## config.mk

```make
export PLATFORM = sky130hd
export DESIGN_NAME = genome_xfer_sequencer
export DESIGN_NICKNAME = d
export VERILOG_FILES = /design/src/rtl/genome_pkg.sv /design/src/rtl/start_edge_det.sv /design/src/rtl/genome_xfer_sequencer.sv
export SDC_FILE = /design/constraint.sdc
export NUM_CORES = 1
export LEC_CHECK = 0
export CAP_MARGIN = 10
export CORE_MARGIN = 2
export CORE_UTILIZATION = 53
export DETAILED_ROUTE_END_ITERATION = 8
export PLACE_DENSITY = 0.83
export SLEW_MARGIN = 20
export SYNTH_ARGS = -nofsm -noshare
export SYNTH_HDL_FRONTEND = slang
export SYNTH_SLANG_ARGS = --single-unit
```

## constraint.sdc

```tcl
create_clock -name ap_clk -period 6.35 [get_ports ap_clk]
set_input_delay 1.27 -clock ap_clk [delete_from_list [all_inputs] [get_ports ap_clk]]
set_output_delay 1.27 -clock ap_clk [all_outputs]
set_load 0.01 [all_outputs]
```

## src/rtl/genome_pkg.sv

```systemverilog
// Shared types and constants for the genomics kernel transfer sequencer.
// The body-size helper sits here so that the kernel top can reuse it.
package genome_pkg;

  typedef enum logic [2:0] {
    StIdle,
    StHdrStart,
    StHdrWait,
    StBodyStart,
    StBodyWait,
    StDone
  } seq_state_e;

  localparam int unsigned HDR_BYTES      = 4;
  localparam int unsigned BODY_OFFSET    = 256;
  localparam int unsigned BEAT_BYTES     = 64;
  localparam int unsigned MAX_BODY_BYTES = 16384;

  // Clamp to MAX_BODY_BYTES, then round up to whole beats.
  // The 33-bit width absorbs the carry out of the round-up.
  function automatic logic [32:0] body_size(input logic [31:0] len);
    logic [32:0] clamped;
    clamped = (len > MAX_BODY_BYTES) ? 33'(MAX_BODY_BYTES) : {1'b0, len};
    return (clamped + 33'(BEAT_BYTES - 1)) & ~33'(BEAT_BYTES - 1);
  endfunction

endpackage

```

## src/rtl/start_edge_det.sv

```systemverilog
// Registers a level input and produces a one-cycle pulse on its rising edge.
module start_edge_det (
  input  logic clk,
  input  logic rst,
  input  logic sig,
  output logic rise
);

  logic sig_q;

  always_ff @(posedge clk) begin
    if (rst) begin
      sig_q <= 1'b0;
    end else begin
      sig_q <= sig;
    end
  end

  assign rise = sig & ~sig_q;

endmodule

```

## src/rtl/genome_xfer_sequencer.sv

```systemverilog
// Two-phase transfer controller: reads a header to learn the body length, then runs the
// read and write engines together over the body. Drives the ap_idle/ap_done handshake.
module genome_xfer_sequencer
  import genome_pkg::*;
#(
  parameter int unsigned ADDR_W = 64,
  parameter int unsigned SIZE_W = 32
) (
  input  logic              ap_clk,
  input  logic              areset,
  input  logic              ap_start,
  output logic              ap_idle,
  output logic              ap_done,
  input  logic [ADDR_W-1:0] ctrl_src_addr,
  input  logic [ADDR_W-1:0] ctrl_dst_addr,
  output logic              rd_start,
  output logic [ADDR_W-1:0] rd_addr,
  output logic [SIZE_W-1:0] rd_size,
  input  logic              rd_done,
  input  logic              hdr_tvalid,
  input  logic [31:0]       hdr_tdata,
  output logic              wr_start,
  output logic [ADDR_W-1:0] wr_addr,
  output logic [SIZE_W-1:0] wr_size,
  input  logic              wr_done,
  output logic              err_clamped
);

  seq_state_e        state_q, state_d;
  logic [ADDR_W-1:0] src_q, src_d;
  logic [ADDR_W-1:0] dst_q, dst_d;
  logic [31:0]       body_len_q, body_len_d;
  logic              hdr_seen_q, hdr_seen_d;
  logic              rd_seen_q, rd_seen_d;
  logic              wr_seen_q, wr_seen_d;
  logic [ADDR_W-1:0] rd_addr_q, rd_addr_d;
  logic [SIZE_W-1:0] rd_size_q, rd_size_d;
  logic [ADDR_W-1:0] wr_addr_q, wr_addr_d;
  logic [SIZE_W-1:0] wr_size_q, wr_size_d;
  logic              err_q, err_d;

  logic              start_pulse;
  logic [31:0]       eff_len;
  logic [SIZE_W-1:0] body_sz;

  start_edge_det u_start_edge (
    .clk  (ap_clk),
    .rst  (areset),
    .sig  (ap_start),
    .rise (start_pulse)
  );

  // A header beat arriving in the same cycle as rd_done still counts.
  assign eff_len = hdr_seen_q ? body_len_q : (hdr_tvalid ? hdr_tdata : 32'd0);
  assign body_sz = SIZE_W'(body_size(eff_len));

  always_ff @(posedge ap_clk) begin
    if (areset) begin
      state_q    <= StIdle;
      src_q      <= '0;
      dst_q      <= '0;
      body_len_q <= '0;
      hdr_seen_q <= 1'b0;
      rd_seen_q  <= 1'b0;
      wr_seen_q  <= 1'b0;
      rd_addr_q  <= '0;
      rd_size_q  <= '0;
      wr_addr_q  <= '0;
      wr_size_q  <= '0;
      err_q      <= 1'b0;
    end else begin
      state_q    <= state_d;
      src_q      <= src_d;
      dst_q      <= dst_d;
      body_len_q <= body_len_d;
      hdr_seen_q <= hdr_seen_d;
      rd_seen_q  <= rd_seen_d;
      wr_seen_q  <= wr_seen_d;
      rd_addr_q  <= rd_addr_d;
      rd_size_q  <= rd_size_d;
      wr_addr_q  <= wr_addr_d;
      wr_size_q  <= wr_size_d;
      err_q      <= err_d;
    end
  end

  always_comb begin
    state_d    = state_q;
    src_d      = src_q;
    dst_d      = dst_q;
    body_len_d = body_len_q;
    hdr_seen_d = hdr_seen_q;
    rd_seen_d  = rd_seen_q;
    wr_seen_d  = wr_seen_q;
    rd_addr_d  = rd_addr_q;
    rd_size_d  = rd_size_q;
    wr_addr_d  = wr_addr_q;
    wr_size_d  = wr_size_q;
    err_d      = err_q;
    ap_idle    = 1'b0;
    ap_done    = 1'b0;
    rd_start   = 1'b0;
    wr_start   = 1'b0;

    case (state_q)
      StIdle: begin
        ap_idle = 1'b1;
        if (start_pulse) begin
          src_d      = ctrl_src_addr;
          dst_d      = ctrl_dst_addr;
          body_len_d = '0;
          hdr_seen_d = 1'b0;
          rd_seen_d  = 1'b0;
          wr_seen_d  = 1'b0;
          err_d      = 1'b0;
          rd_addr_d  = ctrl_src_addr;
          rd_size_d  = SIZE_W'(HDR_BYTES);
          state_d    = StHdrStart;
        end
      end
      StHdrStart: begin
        rd_start = 1'b1;
        state_d  = StHdrWait;
      end
      StHdrWait: begin
        if (hdr_tvalid && !hdr_seen_q) begin
          body_len_d = hdr_tdata;
          hdr_seen_d = 1'b1;
        end
        if (rd_done) begin
          if (eff_len == 32'd0) begin
            state_d = StDone;
          end else begin
            err_d     = (eff_len > MAX_BODY_BYTES);
            rd_addr_d = src_q + ADDR_W'(BODY_OFFSET);
            rd_size_d = body_sz;
            wr_addr_d = dst_q;
            wr_size_d = body_sz;
            state_d   = StBodyStart;
          end
        end
      end
      StBodyStart: begin
        rd_start = 1'b1;
        wr_start = 1'b1;
        state_d  = StBodyWait;
      end
      StBodyWait: begin
        if (rd_done) rd_seen_d = 1'b1;
        if (wr_done) wr_seen_d = 1'b1;
        if ((rd_seen_q | rd_done) & (wr_seen_q | wr_done)) state_d = StDone;
      end
      StDone: begin
        ap_done = 1'b1;
        state_d = StIdle;
      end
      default: state_d = StIdle;
    endcase
  end

  assign rd_addr     = rd_addr_q;
  assign rd_size     = rd_size_q;
  assign wr_addr     = wr_addr_q;
  assign wr_size     = wr_size_q;
  assign err_clamped = err_q;

endmodule

```

## After elaboration in Yosys (flattened, before gate mapping)

Cells that the tools add are included.
Widths: inputs -> output; s select.

| word-level totals | value |
|---|---|
| bits in registers | 354 |
| bits in latches | 0 |
| memory bits (writable) | 0 |
| ROM bits | 0 |
| bits of input ports | 166 |
| output and inout bits | 197 |
| logic and storage cells | 81 |
| memories | 0 |

| cells by class | value |
|---|---|
| $add $sub $neg | 2 |
| multiply operators | 0 |
| divide/modulo/power cells | 0 |
| magnitude comparators | 1 |
| eq/ne operators | 12 |
| shift-type cells | 0 |
| mux-type cells | 33 |
| bitwise logic cells | 6 |
| reductions and logical operators | 14 |

Operators by type and width:

| kind | number |
|---|---|
| $mux 32 | 8 |
| $mux 64 | 3 |
| $pmux 32 s2 | 2 |
| $pmux 64 s2 | 1 |
| $add 64x9->64 const B | 1 |
| $add 32x6->32 const B | 1 |
| $gt 32x15->1 const B | 1 |
| $logic_not 32->1 | 1 |
| $pmux 3 s5 | 1 |
| $reduce_and 3->1 | 5 |
| $ne 2x2->1 const B | 7 |
| $mux 3 | 4 |
| $mux 1 | 10 |
| $pmux 1 s2 | 4 |
| $eq 3x2->1 const B | 2 |
| $eq 3x3->1 const B | 2 |
| $reduce_and 4->1 | 1 |
| $reduce_bool 2->1 | 2 |
| $eq 3x1->1 const B | 1 |
| $logic_not 3->1 | 1 |
| $and 1x1->1 | 2 |
| $not 1->1 | 2 |
| $or 1x1->1 | 2 |
| $reduce_and 2->1 | 1 |
| 3 further kinds | 3 |

## Depth between registers and ports, before layout

Gate-level depths: netlist (run 1).

| logic depth | value |
|---|---|
| depth after elaboration | 8 |
| gate-level depth with buffers | 9 |

## By module

A second synthesis (run 1) with hierarchy kept.

| second synthesis, totals | value |
|---|---|
| cell total of the unflattened synthesis | 1667 |
| area total of the unflattened synthesis | 13740.7 um^2 |

By module, submodules not included:

| module | times used | cells an instance | area an instance (um^2) | sequential area each (um^2) |
|---|---|---|---|---|
| genome_xfer_sequencer | 1 | 1664 | 13693.1 | 6966.7 |
| start_edge_det | 1 | 3 | 47.5 | 20.0 |

## Worst setup path before layout (run 1)

Ideal clock, no wire load.

| path | value |
|---|---|
| path kind | input to register |
| start point | input hdr_tdata[0] |
| end point | register wr_addr_q[33] (netlist: wr_addr[33]) |
| arrival | 2.987 ns |
| required time | 6.218 ns |
| slack | 3.231 ns |
| stages | 8 |
| buffers on the path | 2 |
| cell sequence | nor4_1 > nand4_1 > a21o_1 > or4_4 > clkbuf_1 > buf_2 > nand3_1 > a21oi_1 |

| on the way | value |
|---|---|
| longest elaborated chain between the ends | 5 |

Ends and longest elaborated chain:

| what | RTL line | source |
|---|---|---|
| from (decl) | genome_xfer_sequencer.sv:21 | `input logic [31:0] hdr_tdata,` |
| $mux 32 (2 in a row) | genome_xfer_sequencer.sv:54 | `assign eff_len = hdr_seen_q ? body_len_q : (hdr_tvalid ? hdr_tdata : 32'd0);` |
| $logic_not 32->1 | genome_xfer_sequencer.sv:131 | `if (eff_len == 32'd0) begin` |
| $not 1->1 (no source line) | - |  |
| $reduce_and 3->1 (no source line) | - |  |
| to (signal assigned) | genome_xfer_sequencer.sv:81 | `wr_addr_q <= wr_addr_d;` |
| to (decl) | genome_xfer_sequencer.sv:38 | `logic [ADDR_W-1:0] wr_addr_q, wr_addr_d;` |

Every way passes these cells.
A chain may end at the register's enable or synchronous reset.

## Worst setup path after layout (run 1)

| path | value |
|---|---|
| start point | input hdr_tvalid |
| end point | register wr_size_q[13] (netlist: wr_size[13]) |

| on the way | value |
|---|---|
| longest elaborated chain between the ends | 5 |
| elaborated cells between the ends (all ways) | 8 |

Ends and longest elaborated chain:

| what | RTL line | source |
|---|---|---|
| from (decl) | genome_xfer_sequencer.sv:20 | `input logic hdr_tvalid,` |
| $mux 32 * (2 in a row) | genome_xfer_sequencer.sv:54 |  |
| $gt 32x15->1 / $logic_not 32->1 (equally long branches) | genome_pkg.sv:23, genome_xfer_sequencer.sv:131 |  |
| $mux 32 / $not 1->1 (equally long branches) | - |  |
| $add 32x6->32 / $reduce_and 3->1 (equally long branches) | - |  |
| to (signal assigned) | genome_xfer_sequencer.sv:82 | `wr_size_q <= wr_size_d;` |
| to (decl) | genome_xfer_sequencer.sv:39 | `logic [SIZE_W-1:0] wr_size_q, wr_size_d;` |

Mark *: on every way between the ends. The rest lies on a longest branch, timed or not.

==> flow_metrics.tcl, run 1 <==
set metrics [dict create \
    status "finished, final reports clean" \
    worstMarginPinSlew_ns 1.09 \
    drt_iter0_drc 1158 \
    clockBufferDepth 3 \
    ys_ff_latch 349 \
    hold_ws_ns 0.454 \
    syn_inst 1719 \
    first_pass_iters 5 \
    synth_top_family_by_area "compound AO/OA/AOI/OAI gates" \
    fp.dieH_um 168 \
    rrSetupSlack_ns 3.02 \
    r2r-start "hdr_seen_q" \
    yosysUniqueCellTypes 55 \
    synth-simple-area-share_pct 20.1 \
    critical_path_required_ns 6.78 \
    skew_ns 0.0161 \
    maxSlewViolCount 0 \
    ys_seq_area_share_pct 48.9 \
    die-area_mm2 0.0283 \
    clk_pin_slew_ns 0.06 \
    worstSkewPairLatency_ns 0.51 \
    crit_arrival_ns 4.40 \
    synth_compound_area_share_pct 22.5 \
    peakVddDrop_mv 0.234 \
    grt_max_degree 119 \
    syn_area_mm2 0.0143 \
    cts.sinks 349 \
    layout.nets 2132 \
    ios 363 \
    postCtsResizedCells 0 \
    syn_to_final_growth_pct 32.2 \
    floorplan.initialDensity_pct 53.4 \
    seqCellArea_mm2 0.00699 \
    viasPerCell 5.90 \
    hold_buffers 0 \
    htreeDepth 2 \
    synth-warning-count 0 \
    fin_crit_sh_pct 62.5 \
    drive_above_1_share_pct 4.57 \
    p_leak_nw 6.40 \
    synth_edf_count 0 \
    hold_viol_final 0 \
    cts_setup_buffers 0 \
    setup_viol 0 \
    synth_xor_area_share_pct 2.88 \
    crit_type "in -> reg" \
    power.total_w 0.00508 \
    drc_errors 0 \
    ant_nets 0 \
    fp.coreArea_mm2 0.0267 \
    dp_hpwl_um 26600 \
    cp-startpoint "hdr_tvalid" \
    finalCriticalPeriod_ns 3.97 \
    routed_wirelength_um 42200 \
    maxCapViolCount 0 \
    cp-endpoint "wr_size[13]" \
    routabilityCongestion 0.853 \
    slew_headroom_pct 27.6 \
    cts-root-buf "clkbuf_16" \
    timing.rr.end "wr_addr[19]" \
    reg2reg_depth 7 \
    cts_buffers 36 \
    fmaxAchievable_mhz 252 \
    syn_area_per_cell_um2 8.30 \
    grt_usage_pct 28.5 \
    cts_tree "yes" \
    gr-total-overflow 0 \
    synthAdderAreaFrac_pct 0.0877 \
    grt_pass1_vias 12800 \
    antenna_found_initial 4 \
    placed_area_mm2 0.0177 \
    pwr_density_cell_mw_per_mm2 269 \
    synthMuxAreaShare_pct 0 \
    numPortBuffers 351 \
    routedWlPerCell_um 18.1 \
    rows 60 \
    fillers 2087 \
    synthFlopType "dfxtp_1" \
    start_kind "primary input" \
    synthArstFlopShare_pct 0 \
    multi_input_area_mm2 0.00659 \
    hold_path.class "reg -> reg" \
    worstSetupEndpointType "flip-flop" \
    grt_pass1_wl_um 66900 \
    stdcell_area_mm2 0.0189 \
    die_w_um 168 \
    critPathMaxFanout 74 \
    finalSetupTns_ns 0 \
    vias 13800 \
    rsz0062_at_grt "false" \
]
[per-stage QoR]
step	setup WS, ns	instances	util [%]
after floorplan	3.23	1729	-
after global placement	1.92	2268	66.2
after detailed placement	1.88	2268	66.3
after CTS	2.43	2331	70.6
after global routing	2.08	2331	70.6
final	2.38	2333	70.6
[logic make-up (layout without fill, tap and decap cells)]
group | after synthesis | in the layout
xor+xnor | 47 | 47
fa+ha+maj | 1 | 1
buf+inv | 180 | 441
other cells | 1 | 13
simple gates | 614 | 614
compound gates | 527 | 527
flops | 349 | 349
[state kept, by name, indices dropped and copies added (netlist names)]
| signal | flops |
|---|---|
| src_q | 64 |
| body_len_q | 32 |
| rd_seen_q | 1 |
| hdr_seen_q | 1 |
| rd_size | 27 |
| err_clamped | 1 |
| wr_addr | 64 |
| rd_addr | 64 |
| wr_size | 26 |
| state_q | 3 |
| dst_q | 64 |
| u_start_edge.sig_q | 1 |
| wr_seen_q | 1 |
[metal layers]
layer	vias up	track usage [%]	wire length (µm)
met2	573	46.6	20000
met1	6516	36.4	17200
met5	-	0	13
met4	2	11.1	1510
li1	6580	-	-
met3	101	7.12	3490
[synthesized netlist by cell type, types with 5 or more instances]
library cell	number	share of area (%)
nor2_1	50	1.3
dfxtp_1	349	49
a21oi_1	212	7.4
o2bb2ai_1	5	0.31
nand4_1	16	0.70
a211oi_1	7	0.37
nor4_1	30	1.3
nor3_1	20	0.70
nand3_1	126	4.4
buf_1	15	0.39
clkbuf_1	124	3.3
buf_4	16	0.84
inv_1	10	0.26
buf_2	11	0.39
a31oi_1	55	2.4
and2_1	23	1.0
and4_1	10	0.61
o21bai_1	8	0.42
nor2b_1	5	0.22
and3_1	22	0.96
xor2_1	18	1.1
a22oi_1	37	1.9
o211ai_1	81	4.3
a22o_1	7	0.43
o21ai_0	79	2.8
o31a_1	16	0.98
nand2_1	289	7.6
xnor2_1	29	1.8
or4_1	5	0.26
nor3b_1	5	0.26
[power breakdown]
| group | switching [W] | internal, W |
|---|---|---|
| Combinational | 0.000366 | 0.000277 |
| Sequential | 0.0000779 | 0.00230 |
| Clock | 0.000854 | 0.00121 |
[how the worst min path moves through the flow]
stage / start / endpoint / slack, ns / cells after the start
2_1_floorplan: dst_q[0] / dst_q[0] / 0.44 / 2
4_1_cts: dst_q[18] / dst_q[18] / 0.45 / 2
3_3_place_gp: wr_size[22] / wr_size[22] / 0.44 / 1
6_report: dst_q[6] / dst_q[6] / 0.45 / 2
5_1_grt: dst_q[28] / dst_q[28] / 0.47 / 2
3_5_place_dp: wr_size[20] / wr_size[20] / 0.44 / 1
[layout make-up]
class / count / area share (%)
flip-flops and latches: 349 / 37.0
multi-input cells: 1200 / 34.9
repair buffers: 368 / 19.5
clock buffers: 51 / 5.66
well taps: 341 / 2.26
clock inverters: 12 / 0.464
inverters: 10 / 0.199
diodes: 2 / 0.0265
[cells in the final DEF (no fill, tap or decap), types with 20 or more instances in the layout]
cell type,n
and3_1,22
nand2_1,288
dfxtp_1,349
nor2_1,49
a22oi_1,37
xnor2_1,29
nor4_1,28
nand3_1,126
o21ai_0,79
clkbuf_16,37
clkdlybuf4s50_1,350
a31oi_1,55
o211ai_1,81
nor3_1,20
a21oi_1,212
and2_1,22
[worst max-delay path, stage by stage]
cell and delay [ns]:
clkdlybuf4s50_1 0.57, nor2b_1 0.59, a22o_1 0.23, or2_2 0.15
or4_4 0.15, buf_4 0.64, nand4_2 0.50, o2bb2ai_1 0.28
(Power assumes the default switching activity.)
==> run 2, diff against run 1 <==
--- a/config.mk
+++ b/config.mk
@@ -7,9 +7,9 @@
 export LEC_CHECK = 0
 export CAP_MARGIN = 10
 export CORE_MARGIN = 2
-export CORE_UTILIZATION = 53
+export CORE_UTILIZATION = 44
 export DETAILED_ROUTE_END_ITERATION = 8
-export PLACE_DENSITY = 0.83
+export PLACE_DENSITY = 0.73
 export SLEW_MARGIN = 20
 export SYNTH_ARGS = -nofsm -noshare
 export SYNTH_HDL_FRONTEND = slang
==> constraint.sdc (replaced) <==
create_clock -name ap_clk -period 3.32 [get_ports ap_clk]
set_input_delay 0.664 -clock ap_clk [delete_from_list [all_inputs] [get_ports ap_clk]]
set_output_delay 0.664 -clock ap_clk [all_outputs]
set_load 0.01 [all_outputs]
==> flow_metrics.tcl, run 2 (synthesized netlist as in run 1, its figures left out) <==
set metrics [dict create \
    status "finished, final reports clean" \
    sw_frac_of_total_pct 24.9 \
    p_leak_nw 6.62 \
    ant_nets 0 \
    hold_path.class "reg -> reg" \
    rows 65 \
    maxCapViolCount 0 \
    crit_type "reg -> reg" \
    cts_setup_buffers 0 \
    p_seq_share_pct 44.5 \
    first_pass_iters 7 \
    postCtsResizedCells 0 \
    grt_max_degree 174 \
    place_ws_ns 0.0947 \
    antenna_found_initial 5 \
    crit_arrival_ns 3.23 \
    grt_usage_pct 24.4 \
    fmaxAchievable_mhz 360 \
    max_stage_delay_ns 0.59 \
    dp_hpwl_um 28400 \
    numPortBuffers 351 \
    drt_iter0_drc 924 \
    worstHoldStart "dst_q[26]" \
    combPwrFrac_pct 12.5 \
    drc_errors 0 \
    p_sw_w 0.00254 \
    gr-total-overflow 0 \
    clockBufferDepth 3 \
    power.total_w 0.0102 \
    hold_viol_final 0 \
    htreeDepth 2 \
    viasPerCell 5.67 \
    finalSetupTns_ns 0 \
    clk_pin_slew_ns 0.06 \
    finalCriticalPeriod_ns 2.78 \
    fp.coreArea_mm2 0.0317 \
    drive_above_1_share_pct 5.70 \
    peakVddDrop_mv 0.377 \
    start_kind "flip-flop" \
    worstSkewPairLatency_ns 0.52 \
    fin_crit_sh_pct 83.7 \
    cts_tree "yes" \
    layout.nets 2157 \
    r2r-start "body_len_q[0]" \
    crit_chain "or4_1 -> o31a_1 -> a21o_1 -> or4_4 -> buf_4 -> a211oi_1 -> o21bai_1" \
    critical_path.top_delay_family "simple AND/OR/NAND/NOR gates" \
    p_int_w 0.00766 \
    routedWlPerCell_um 17.9 \
    fp.dieH_um 184 \
    vias 13700 \
    fin_ws_ns 0.540 \
    worst-path-buf-inv 1 \
    final_cell_mix "350 x clkdlybuf4s50_1, 349 x dfxtp_1, 288 x nand2_1" \
    worstSetupEndpointType "flip-flop" \
    cts.sinks 349 \
    slew_headroom_pct 33.6 \
    pwr_density_cell_mw_per_mm2 527 \
    die_w_um 184 \
    grt_pass1_wl_um 67600 \
    worstMarginPinSlew_ns 0.996 \
    grt_pass1_vias 12800 \
    floorplan.initialDensity_pct 45.0 \
    mostFrequentLayoutCell "clkdlybuf4s50_1" \
    setup_viol 0 \
    ios 363 \
    cp_slowest_cell "or4_4" \
    hold_buffers 0 \
    skew_ns 0.0183 \
    cts-root-buf "clkbuf_16" \
    routabilityCongestion 0.850 \
    rsz0062_at_grt "false" \
    critPathMaxFanout 25 \
    routed_wirelength_um 43400 \
    critical_path_required_ns 3.77 \
    cts_buffers 38 \
    pwr-share-clk_pct 43.0 \
    syn_to_final_growth_pct 35.7 \
    die-area_mm2 0.0339 \
    maxSlewViolCount 0 \
    cp-startpoint "body_len_q[0]" \
]
-- run 2: cell count changes in the layout (fill, tap and decap cells not counted) --
cell,delta
clkinv_2,-3
a21oi_4,-1
inv_6,+1
clkbuf_8,-2
clkbuf_16,+2
a21oi_2,+1
buf_12,+9
clkinvlp_4,-1
diode_2,+1
clkbuf_1,+4
nor2_2,+1
nor2_4,-1
buf_4,+14
bufinv_16,+4
-- run 2: cell type report --
| type | count | area, µm² |
|---|---|---|
| Tap cell | 402 | 503 |
| Inverter | 10 | 37.5 |
| Timing Repair Buffer | 391 | 3960 |
| Antenna cell | 3 | 7.51 |
| Clock buffer | 55 | 1110 |
| Multi-Input combinational cell | 1200 | 6580 |
| Clock inverter | 13 | 194 |
| Sequential cell | 349 | 6990 |
| Fill cell | 2778 | 12400 |
-- run 2: final timing paths --
path                 endpoint  slack (ns)  cells after the start
hold reg to reg     dst_q[26]        0.45                      2
hold / removal      dst_q[26]        0.45                      2
setup / recovery  rd_size[10]        0.54                      7
setup reg to reg  rd_size[10]        0.54                      7
-- run 2: power groups by stage --
stage                     logic (W)  clock network, W  registers (W)
after floorplan            0.000673                 0        0.00462
after global placement      0.00126                 0        0.00461
after detailed placement    0.00127                 0        0.00462
after CTS                   0.00128           0.00448        0.00453
after global routing        0.00139           0.00464        0.00456
final                       0.00128           0.00438        0.00454
-- run 2: through the flow --
stage | cells | util, % | area (µm²) | hold slack (ns)
finish | 2423 | 61.1 | 19400 | 0.453
global route | 2421 | 61.0 | 19400 | 0.472
CTS | 2420 | 61.0 | 19400 | 0.454
detailed placement | 2352 | 56.9 | 18100 | 0.443
global placement | 2352 | 56.9 | 18100 | 0.442
floorplan | 1729 | - | 14300 | 0.437
-- run 2: per-layer routing --
layer / vias to the layer above / wire length, µm / track usage, %
met5: - / 40 / 0
met4: 6 / 1610 / 9.12
met2: 489 / 20300 / 39.7
li1: 6652 / - / -
met1: 6489 / 18200 / 31.3
met3: 103 / 3190 / 5.77
-- run 2: worst min-delay path: stages (launching register included) --
cell,delay [ns]
dfxtp_1,0.31
nand2_1,0.05
a21oi_1,0.05
==> run 3, diff against run 2 <==
--- a/config.mk
+++ b/config.mk
@@ -7,9 +7,9 @@
 export LEC_CHECK = 0
 export CAP_MARGIN = 10
 export CORE_MARGIN = 2
-export CORE_UTILIZATION = 44
+export CORE_UTILIZATION = 49
 export DETAILED_ROUTE_END_ITERATION = 8
-export PLACE_DENSITY = 0.73
+export PLACE_DENSITY = 0.77
 export SLEW_MARGIN = 20
 export SYNTH_ARGS = -nofsm -noshare
 export SYNTH_HDL_FRONTEND = slang
==> constraint.sdc (replaced) <==
create_clock -name ap_clk -period 2.9 [get_ports ap_clk]
set_input_delay 0.58 -clock ap_clk [delete_from_list [all_inputs] [get_ports ap_clk]]
set_output_delay 0.58 -clock ap_clk [all_outputs]
set_load 0.01 [all_outputs]
==> flow_metrics.tcl, run 3 (synthesized netlist as in run 1, its figures left out) <==
set metrics [dict create \
    crit_chain "or4_1 -> o31a_1 -> a21o_1 -> or4_4 -> buf_12 -> o211ai_1 -> a31oi_1" \
    worstSkewPairLatency_ns 0.50 \
    fin_ws_ns 0.149 \
    hold_buffers 0 \
    maxSlewViolCount 0 \
    clockBufferDepth 3 \
    viasPerCell 5.72 \
    fin_crit_sh_pct 94.9 \
    skew_ns 0.00852 \
    gr-total-overflow 0 \
    worst-path-buf-inv 1 \
    start_kind "flip-flop" \
    cts_setup_buffers 0 \
    power.total_w 0.0113 \
    syn_to_final_growth_pct 36.7 \
    worstMarginPinSlew_ns 0.707 \
    fmaxAchievable_mhz 364 \
    mostFrequentLayoutCell "clkdlybuf4s50_1" \
    postCtsResizedCells 0 \
    finalCriticalPeriod_ns 2.75 \
    floorplan.initialDensity_pct 49.7 \
    worstSetupEndpointType "flip-flop" \
    maxCapViolCount 0 \
    routedWlPerCell_um 17.8 \
    final_cell_mix "350 x clkdlybuf4s50_1, 349 x dfxtp_1, 288 x nand2_1" \
    max_stage_delay_ns 0.56 \
    routed_wirelength_um 43300 \
    fp.dieH_um 175 \
    grt_pass1_vias 13000 \
    grt_pass1_wl_um 68100 \
    pwr_density_cell_mw_per_mm2 579 \
    grt_usage_pct 26.9 \
    die_w_um 175 \
    hold_viol_final 0 \
    fp.coreArea_mm2 0.0287 \
    drive_above_1_share_pct 7.00 \
    finalSetupTns_ns 0 \
    fillers 2294 \
    vias 13900 \
    dp_hpwl_um 28400 \
    critical_path.top_delay_family "simple AND/OR/NAND/NOR gates" \
    crit_arrival_ns 3.11 \
    critical_path_required_ns 3.26 \
    cts-root-buf "clkbuf_16" \
    htreeDepth 2 \
    critPathMaxFanout 97 \
    layout.nets 2186 \
    cts.sinks 349 \
    first_pass_iters 5 \
    routabilityCongestion 0.842 \
    place_ws_ns -0.188 \
    crit_type "reg -> reg" \
    fin_util_pct 68.0 \
    cts_buffers 37 \
    slew_headroom_pct 52.3 \
    rsz0062_at_grt "false" \
    p_leak_nw 6.71 \
    ant_nets 0 \
    rows 62 \
    cts_tree "yes" \
    drc_errors 0 \
    hold_path.class "reg -> reg" \
    cp_slowest_cell "or4_4" \
    clk_pin_slew_ns 0.06 \
    antenna_found_initial 3 \
    setup_viol 0 \
    drt_iter0_drc 1043 \
    status "finished, final reports clean" \
    die-area_mm2 0.0305 \
    ios 363 \
    grt_max_degree 102 \
    peakVddDrop_mv 0.390 \
    numPortBuffers 351 \
]
==> run 3: final cells by class <==
cell class	count	area (µm²)	share of cell area [%]
diodes	4	10.0	0.0513
multi-input cells	1200	6580	33.7
clock inverters	9	75.1	0.385
well taps	384	480	2.46
repair buffers	421	4240	21.8
inverters	10	37.5	0.192
clock buffers	53	1100	5.62
flip-flops and latches	349	6990	35.8
==> run 3: final timing paths <==
path                 start          end  slack (ns)  cells past startpoint
min               dst_q[8]     dst_q[8]        0.45                      2
max          body_len_q[0]  rd_addr[59]        0.15                      7
min reg2reg       dst_q[8]     dst_q[8]        0.45                      2
max reg2reg  body_len_q[0]  rd_addr[59]        0.15                      7
==> run 3: layer usage <==
metal  routed length [µm]  vias up  GRT usage, %  share of wire, %
li1                     -     6704             -                 -
met1                17900     6613          34.2                41
met2                20700      499          44.8                48
met3                 3350       82          6.44               7.7
met4                 1350        0          9.31               3.1
met5                    0        -             0                 0
==> run 3: metrics by stage <==
stage                     cells  hold WS, ns  area [µm²]
after floorplan            1729        0.437       14300
after global placement     2364        0.441       18300
after detailed placement   2364        0.444       18300
after CTS                  2426        0.455       19500
after global routing       2427        0.470       19500
final                      2430        0.455       19500
==> run 3: worst min-delay path, delay by kind of cell (launching register included) <==
kind	cells	cell delay (ns)
AND/OR/NAND/NOR	1	0.05
AO/OA/AOI/OAI	1	0.05
flip-flops	1	0.31
==> run 3: report_power, final <==
group / internal (W) / leakage [nW] / switching (W)
Clock: 0.00270 / 0.579 / 0.00187
Combinational: 0.000692 / 3.30 / 0.000831
Sequential: 0.00503 / 2.84 / 0.000167
